`src/rtl/fifo_word_packer.sv`:
```
// Read-side FIFO consumer: pops bytes, packs LANES of them into one word.
// Optional partial-word flush on idle timeout when PACKER_TIMEOUT_EN is defined.
//
// Ports:
//   CLK, RST      read-domain clock, synchronous active-high reset
//   EMPTY, R_DATA show-ahead FIFO head and its empty flag
//   R_INC         pop strobe (combinational)
//   OUT_DATA      packed word, lane 0 = oldest byte
//   OUT_BYTE_EN   per-lane valid mask
//   OUT_VALID, OUT_READY  output handshake
module fifo_word_packer #(
  parameter int D_SIZE  = 8,
  parameter int LANES   = 4,
  parameter int TIMEOUT = 16
) (
  input  logic                      CLK,
  input  logic                      RST,
  input  logic                      EMPTY,
  input  logic [D_SIZE-1:0]         R_DATA,
  output logic                      R_INC,
  output logic [D_SIZE*LANES-1:0]   OUT_DATA,
  output logic [LANES-1:0]          OUT_BYTE_EN,
  output logic                      OUT_VALID,
  input  logic                      OUT_READY
);

  localparam int CW = $clog2(LANES);
  localparam logic [CW-1:0] LAST = CW'(LANES - 1);

  typedef enum logic {
    COLLECT = 1'b0,
    SEND    = 1'b1
  } state_t;

  state_t state;
  state_t state_nxt;

  logic [CW-1:0]           cnt;
  logic [D_SIZE*LANES-1:0] lane_q;
  logic [LANES-1:0]        be_q;
  logic                    pop;
  logic                    flush;
  logic [LANES-1:0]        flush_mask;

  assign pop   = ~RST & ~EMPTY & (state == COLLECT);
  assign R_INC = pop;

`ifdef PACKER_TIMEOUT_EN
  localparam int IW = $clog2(TIMEOUT);
  localparam logic [IW-1:0] IDLE_LAST = IW'(TIMEOUT - 1);

  logic [IW-1:0] idle;

  // A pop on the same edge always wins over the flush.
  assign flush = (state == COLLECT) & (cnt != '0)
               & EMPTY & (idle == IDLE_LAST);

  always_comb begin
    flush_mask = '0;
    for (int i = 0; i < LANES; i++) begin
      if (CW'(i) < cnt) flush_mask[i] = 1'b1;
    end
  end

  // Saturating so it can never wrap back under the threshold.
  always_ff @(posedge CLK) begin
    if (RST) begin
      idle <= '0;
    end else if (state != COLLECT || pop || flush) begin
      idle <= '0;
    end else if (cnt != '0 && EMPTY && idle != '1) begin
      idle <= idle + 1'b1;
    end
  end
`else
  assign flush      = 1'b0;
  assign flush_mask = '1;
`endif

  always_ff @(posedge CLK) begin
    if (RST) state <= COLLECT;
    else     state <= state_nxt;
  end

  always_comb begin
    state_nxt = state;
    unique case (state)
      COLLECT: begin
        if ((pop && cnt == LAST) || flush) state_nxt = SEND;
      end
      SEND: begin
        if (OUT_READY) state_nxt = COLLECT;
      end
      default: state_nxt = COLLECT;
    endcase
  end

  always_ff @(posedge CLK) begin
    if (RST) begin
      cnt    <= '0;
      lane_q <= '0;
      be_q   <= '0;
    end else if (state == COLLECT) begin
      unique case (1'b1)
        pop: begin
          for (int i = 0; i < LANES; i++) begin
            if (cnt == CW'(i)) lane_q[i*D_SIZE +: D_SIZE] <= R_DATA;
          end
          if (cnt == LAST) begin
            cnt  <= '0;
            be_q <= '1;
          end else begin
            cnt <= cnt + 1'b1;
          end
        end
        flush: begin
          cnt  <= '0;
          be_q <= flush_mask;
        end
        default: ;
      endcase
    end else if (OUT_READY) begin
      // Unwritten lanes of the next word must read as zero.
      lane_q <= '0;
      be_q   <= '0;
    end
  end

  assign OUT_DATA    = lane_q;
  assign OUT_BYTE_EN = be_q;
  assign OUT_VALID   = (state == SEND);

endmodule

```
`config.mk`:
```
export PLATFORM = sky130hd
export DESIGN_NAME = fifo_word_packer
export DESIGN_NICKNAME = d
export VERILOG_FILES = /design/src/rtl/fifo_word_packer.sv
export SDC_FILE = /design/constraint.sdc
export NUM_CORES = 1
export LEC_CHECK = 0
export BUFFER_PORTS_ARGS = -buffer_cell sky130_fd_sc_hd__buf_2
export CAP_MARGIN = 20
export CORE_MARGIN = 2
export CORE_UTILIZATION = 48
export CTS_CLUSTER_DIAMETER = 60
export DETAILED_ROUTE_END_ITERATION = 6
export PLACE_DENSITY = 0.77
export SKIP_LAST_GASP = 1
export SLEW_MARGIN = 25
export SYNTH_ARGS = -nofsm -noshare
export SYNTH_HDL_FRONTEND = slang
export SYNTH_SLANG_ARGS = --single-unit
```
`constraint.sdc`:
```
create_clock -name CLK -period 1.9 [get_ports CLK]
set_input_delay 0 -clock CLK [delete_from_list [all_inputs] [get_ports CLK]]
set_output_delay 0 -clock CLK [all_outputs]
set_load 0.02 [all_outputs]
```
==> results of run 1 <==
## worst min path at each step
stage                          end  cells after the start
floorplan                    R_INC                      1
global placement         OUT_VALID                      4
detailed placement  OUT_BYTE_EN[2]                      4
CTS                    OUT_DATA[8]                      3
global route          OUT_DATA[22]                      3
finish                 OUT_DATA[8]                      3
## synthesized netlist by cell type, types with 3 or more instances
library cell	number	area, µm²
nand2b_1	8	50.1
nand2_1	3	11.3
dfxtp_1	36	721
nand3_1	32	160
o21ai_2	13	114
clkbuf_1	4	15.0
o21ai_0	9	45.0
inv_1	3	11.3
a21oi_1	4	20.0
ha_1	4	50.1
buf_2	3	15.0
buf_6	5	56.3
buf_4	3	22.5
o21ai_1	11	55.1
or4b_1	4	40.0
## where the power goes
part           switching, mW  total (mW)  leakage (nW)  internal [mW]
Clock                  0.267       0.541        0.0412          0.274
Combinational         0.0959       0.146         0.439         0.0504
Sequential            0.0136       0.790         0.291          0.776
## stage by stage
step                      setup slack, ns  cells
final                               0.156    224
after global routing               0.0180    224
after CTS                           0.145    224
after detailed placement            0.163    213
after global placement              0.232    213
after floorplan                     0.324    148
## layout by cell type (no fill, tap or decap)
cell type,n
nor2_1,1
o21ai_1,11
clkinvlp_4,1
clkbuf_4,5
inv_1,3
nand2b_1,8
bufinv_16,1
clkinv_2,1
nor3_1,1
o31ai_1,1
o21ai_0,9
dlygate4sd3_1,3
nand3_1,32
ha_1,4
a21oi_1,3
o21ai_2,13
nor3b_1,1
nand2_1,3
buf_4,1
or4b_1,4
a21oi_2,1
dfxtp_1,36
or4_2,1
buf_2,49
## timing repair
action,4_1_cts,5_1_grt
buffers inserted,0,0
hold buffers,3,0
gates resized for setup,0,0
endpoints found under the hold margin,4,0
## cell families (layout without fill, tap and decap cells)
logic type	count (synthesis)	after routing	share of synthesized area, %
fa+ha+maj	4	4	3.48
flops	36	36	50.1
buf+inv	19	64	9.74
compound gates	38	38	16.8
simple gates	51	51	19.9
## registers in the layout, summed over array words and instances, names as in the netlist
name,flops
cnt,2
OUT_DATA,32
OUT_VALID,1
OUT_BYTE_EN,1
## metal layers
metal | vias to the layer above | GRT usage [%] | part of all wire, % | routed length, µm
li1 | 605 | - | - | -
met5 | - | 0 | 0 | 0
met2 | 37 | 32.7 | 50 | 1520
met1 | 523 | 21.3 | 42 | 1280
met3 | 7 | 4.62 | 6.1 | 186
met4 | 0 | 11.7 | 2.3 | 72
## layout make-up
class                   instances  area [µm²]  area share, %
flip-flops and latches         36         721           42.0
multi-input cells              93         582           33.9
repair buffers                 53         283           16.5
clock inverters                 3        42.5           2.48
well taps                      31        38.8           2.26
clock buffers                   5        37.5           2.19
inverters                       3        11.3          0.656
## critical path, cell delays in order (launching register included)
cell,delay (ns)
dfxtp_1,0.42
ha_1,0.17
or4b_1,0.74
nand3_1,0.23
o21ai_2,0.07
==> flow_summary.ini, run 1 <==
[run_status]
run_status = complete, but fails checks
violations = DRC, hold timing

[synth]
ys_types = 21
syn-mean-instance-area_um2 = 9.72
syn-instance-count = 148
synth_warnings = 0
yosys_register_bits = 36
synth_edf_count = 0
seq_area_frac_synth_pct = 50.1
synth_fp_nets = 164
synthFlopType = dfxtp_1
synthArstFlopShare_pct = 0
netlist_area_mm2 = 0.00144

[pwr]
total_power_mw = 1.48
p_leak_nw = 0.772
powerDensity_mw_per_mm2 = 861
ir_drop_mv = 0.393

[die]
die_w_um = 58.8
die_h_um = 58.8
initial_core_util_pct = 51.3
dieArea_mm2 = 0.00345
core_mm2 = 0.00281
ioPinCount = 50
rows = 19

[timing]
setup_viol_count_final = 0
hold_viol_final = 2
fmax_mhz = 573
relSlewSlack_pct = 60.8
fin_skew_ns = 0.00748
whs_ns = -0.00418
slew_violations = 0
tightest_slew_ns = 0.588
fin_tns_setup_ns = 0
finalCriticalPeriod_ns = 1.74
rsz0062_at_grt = no
fin_crit_sh_pct = 91.8

[detailed_routing]
ant_nets = 0
routed_wl_mm = 3.07
wire_per_inst_um = 13.7
drtIter0Drc = 33
via_count = 1172
route.detailed.drc = 4
vias_per_cell = 5.23
dr.pass1.iters = 6

[placed_design]
dp_hpwl_mm = 2.21
globalplace.congestion = 0.744
port_buffers = 49
dpl_cell_area_mm2 = 0.00161

[worst_setup_path]
endpoint_kind = flip-flop
path_max_fanout = 16
endpoint = OUT_DATA[12]
worstPathArrival_ns = 1.97
critPathKind = reg2reg
startpoint_type = flip-flop
reg2reg_from = cnt[0]
crit_start = cnt[0]
r2r_cells = 4
reg2reg_to = OUT_DATA[12]
r2r_slack_ns = 0.16
cp.required_ns = 2.13

[global_routing]
track_usage_pct = 19.2
antenna_found_initial = 0
grt_pass1_vias = 1097
grt_pass1_wl_mm = 4.88
grt_overflow = 0
grt_start_max_net_pins = 33

[worst_hold_path]
min_from = R_DATA[0]
hp-class = in2reg

[clocking]
clock_sinks = 36
cts_buffers = 5
cts.clk_slew.worst_paths_ns = 0.11
h-tree-depth = 2
cts_tree = built
root_buffer = clkbuf_4
cts_buffer_depth = 2
clock_latency_ns = 0.35

[final_layout]
finish.utilization_pct = 61.2
area_delta_synth_final_pct = 19.2
fillers = 264
final_cell_area_mm2 = 0.00172
diodes = 0
drive_gt1_share_pct = 37.8
layout.nets = 208

[run]
maxCapViolCount = 0
Power figures use the tool's default switching activity.
==> run 2, diff against run 1 <==
--- a/config.mk
+++ b/config.mk
@@ -18,2 +18,3 @@
 export SYNTH_HDL_FRONTEND = slang
 export SYNTH_SLANG_ARGS = --single-unit
+export TNS_END_PERCENT = 30
==> constraint.sdc (replaced) <==
create_clock -name CLK -period 1.9 [get_ports CLK]
set_input_delay 0.095 -clock CLK [delete_from_list [all_inputs] [get_ports CLK]]
set_output_delay 0.095 -clock CLK [all_outputs]
set_load 0.02 [all_outputs]
==> run 2 against run 1 <==
  * The run ends with DRC left
  * First-iteration DRC count up 12%
  * Sequential cell count unchanged
  * Clock-buffer cell count unchanged
  * Sequential share of layout area up 0.75 points
  * Wire length down 1.8%
  * Register-to-register slack about the same
  * Combinational power down 3%
  * Critical path type unchanged
  * Highest routed layer unchanged
==> flow_summary.ini, run 2 (synthesis gave the netlist of run 1 again) <==
[pwr]
p_sw_share_pct = 25.5
p_leak_nw = 0.759
powerDensity_mw_per_mm2 = 874
p_switching_mw = 0.376
ir_drop_mv = 0.394
combPwrFrac_pct = 9.6
clockPowerShare_pct = 36.8
p_int_mw = 1.10
pwr-share-seq_pct = 53.6

[worst_hold_path]
min_from = OUT_READY
min_path_cells = 4
hp-class = in2reg
worstHoldEndpoint = OUT_BYTE_EN[2]

[timing]
slew_violations = 0
setup_viol_count_final = 0
hold_viol_final = 0
fmax_mhz = 575
fin_crit_sh_pct = 91.5
fin_skew_ns = 0.00849
fin_tns_setup_ns = 0
rsz0062_at_grt = no
tightest_slew_ns = 0.582
setup_slack_ns = 0.162
relSlewSlack_pct = 61.2
finalCriticalPeriod_ns = 1.74

[clocking]
h-tree-depth = 2
cts_buffers = 5
postCtsHoldBufs = 0
root_buffer = clkbuf_4
clock_latency_ns = 0.35
post_cts_resized = 0
cts_setup_buffers = 0
cts_buffer_depth = 2
cts.clk_slew.worst_paths_ns = 0.11
cts_tree = built
clock_sinks = 36

[detailed_routing]
dr.pass1.iters = 6
drtIter0Drc = 37
route.detailed.drc = 4
vias_per_cell = 5.28
routed_wl_mm = 3.01
via_count = 1166
ant_nets = 0
wire_per_inst_um = 13.6

[worst_setup_path]
endpoint_kind = flip-flop
r2r_slack_ns = 0.16
worstPathArrival_ns = 1.96
reg2reg_from = cnt[0]
startpoint_type = flip-flop
r2r_cells = 5
critPathKind = reg2reg
path_max_fanout = 16
reg2reg_to = OUT_DATA[1]
cp.required_ns = 2.13

[die]
core_mm2 = 0.00281
die_w_um = 58.8
ioPinCount = 50
rows = 19
dieArea_mm2 = 0.00345
die_h_um = 58.8
initial_core_util_pct = 51.3

[final_layout]
layout_common_cells = buf_2, dfxtp_1, nand3_1, o21ai_2, o21ai_1
final_common_cell = buf_2
largest_reg_flops = 32
fillers = 265
drive_gt1_share_pct = 38.4
layout.nets = 205
diodes = 0
regArea_um2 = 721
area_delta_synth_final_pct = 17.1
final_cell_area_mm2 = 0.00169
multi_input_area_um2 = 582
finish.utilization_pct = 60.1

[placed_design]
globalplace.congestion = 0.744
dp_slack_ns = 0.163
dp_hpwl_mm = 2.21
port_buffers = 49
dpl_cell_area_mm2 = 0.00161

[global_routing]
grt_overflow = 0
grt_pass1_wl_mm = 4.85
grt_pass1_vias = 1085
grt_start_max_net_pins = 33
track_usage_pct = 19.1
antenna_found_initial = 0

[run_status]
violations = DRC
run_status = complete, but fails checks

[run]
maxCapViolCount = 0
run 2: cell count changes in the layout (fill, tap and decap cells not counted):
cell	delta
dlygate4sd3_1	-3
run 2: power by group through the flow:
stage	clock, mW	sequential, mW	combinational [mW]
after global routing	0.589	0.793	0.156
after floorplan	0	0.826	0.0824
after CTS	0.551	0.790	0.143
final	0.542	0.790	0.141
after global placement	0	0.805	0.138
after detailed placement	0	0.807	0.143
run 2: final cells by class:
class | instances | area share (%)
repair buffers | 50 | 15.0
well taps | 31 | 2.30
clock inverters | 3 | 2.52
multi-input cells | 93 | 34.5
inverters | 3 | 0.668
flip-flops and latches | 36 | 42.8
clock buffers | 5 | 2.23
run 2: critical path, stage by stage (launching register included):
cell     delay (ns)
dfxtp_1        0.37
inv_1          0.09
ha_1           0.14
or4b_1         0.73
nand3_1        0.22
o21ai_2        0.06
run 2: worst max path at each step:
stage,start,slack [ns],to,cells past startpoint
global route,cnt[0],0.02,OUT_DATA[12],4
finish,cnt[0],0.16,OUT_DATA[1],5
global placement,cnt[0],0.23,OUT_DATA[21],5
CTS,cnt[0],0.14,OUT_DATA[1],5
floorplan,OUT_VALID,0.32,OUT_DATA[12],6
detailed placement,cnt[0],0.16,OUT_DATA[3],5
run 2: routing by layer:
| metal | global-route usage, % | vias to the layer above | routed length, µm |
|---|---|---|---|
| met5 | 0 | - | 0 |
| met4 | 11.7 | 0 | 37 |
| met3 | 4.62 | 4 | 195 |
| met2 | 32.4 | 37 | 1550 |
| met1 | 21.3 | 526 | 1230 |
| li1 | - | 599 | - |
run 2: metrics by stage:
step	hold slack [ns]	power (mW)	instances
after floorplan	0.274	0.909	148
after global placement	0.423	0.943	213
after detailed placement	0.430	0.950	213
after CTS	0.0465	1.48	221
after global routing	0.0664	1.54	221
final	0.0526	1.47	221
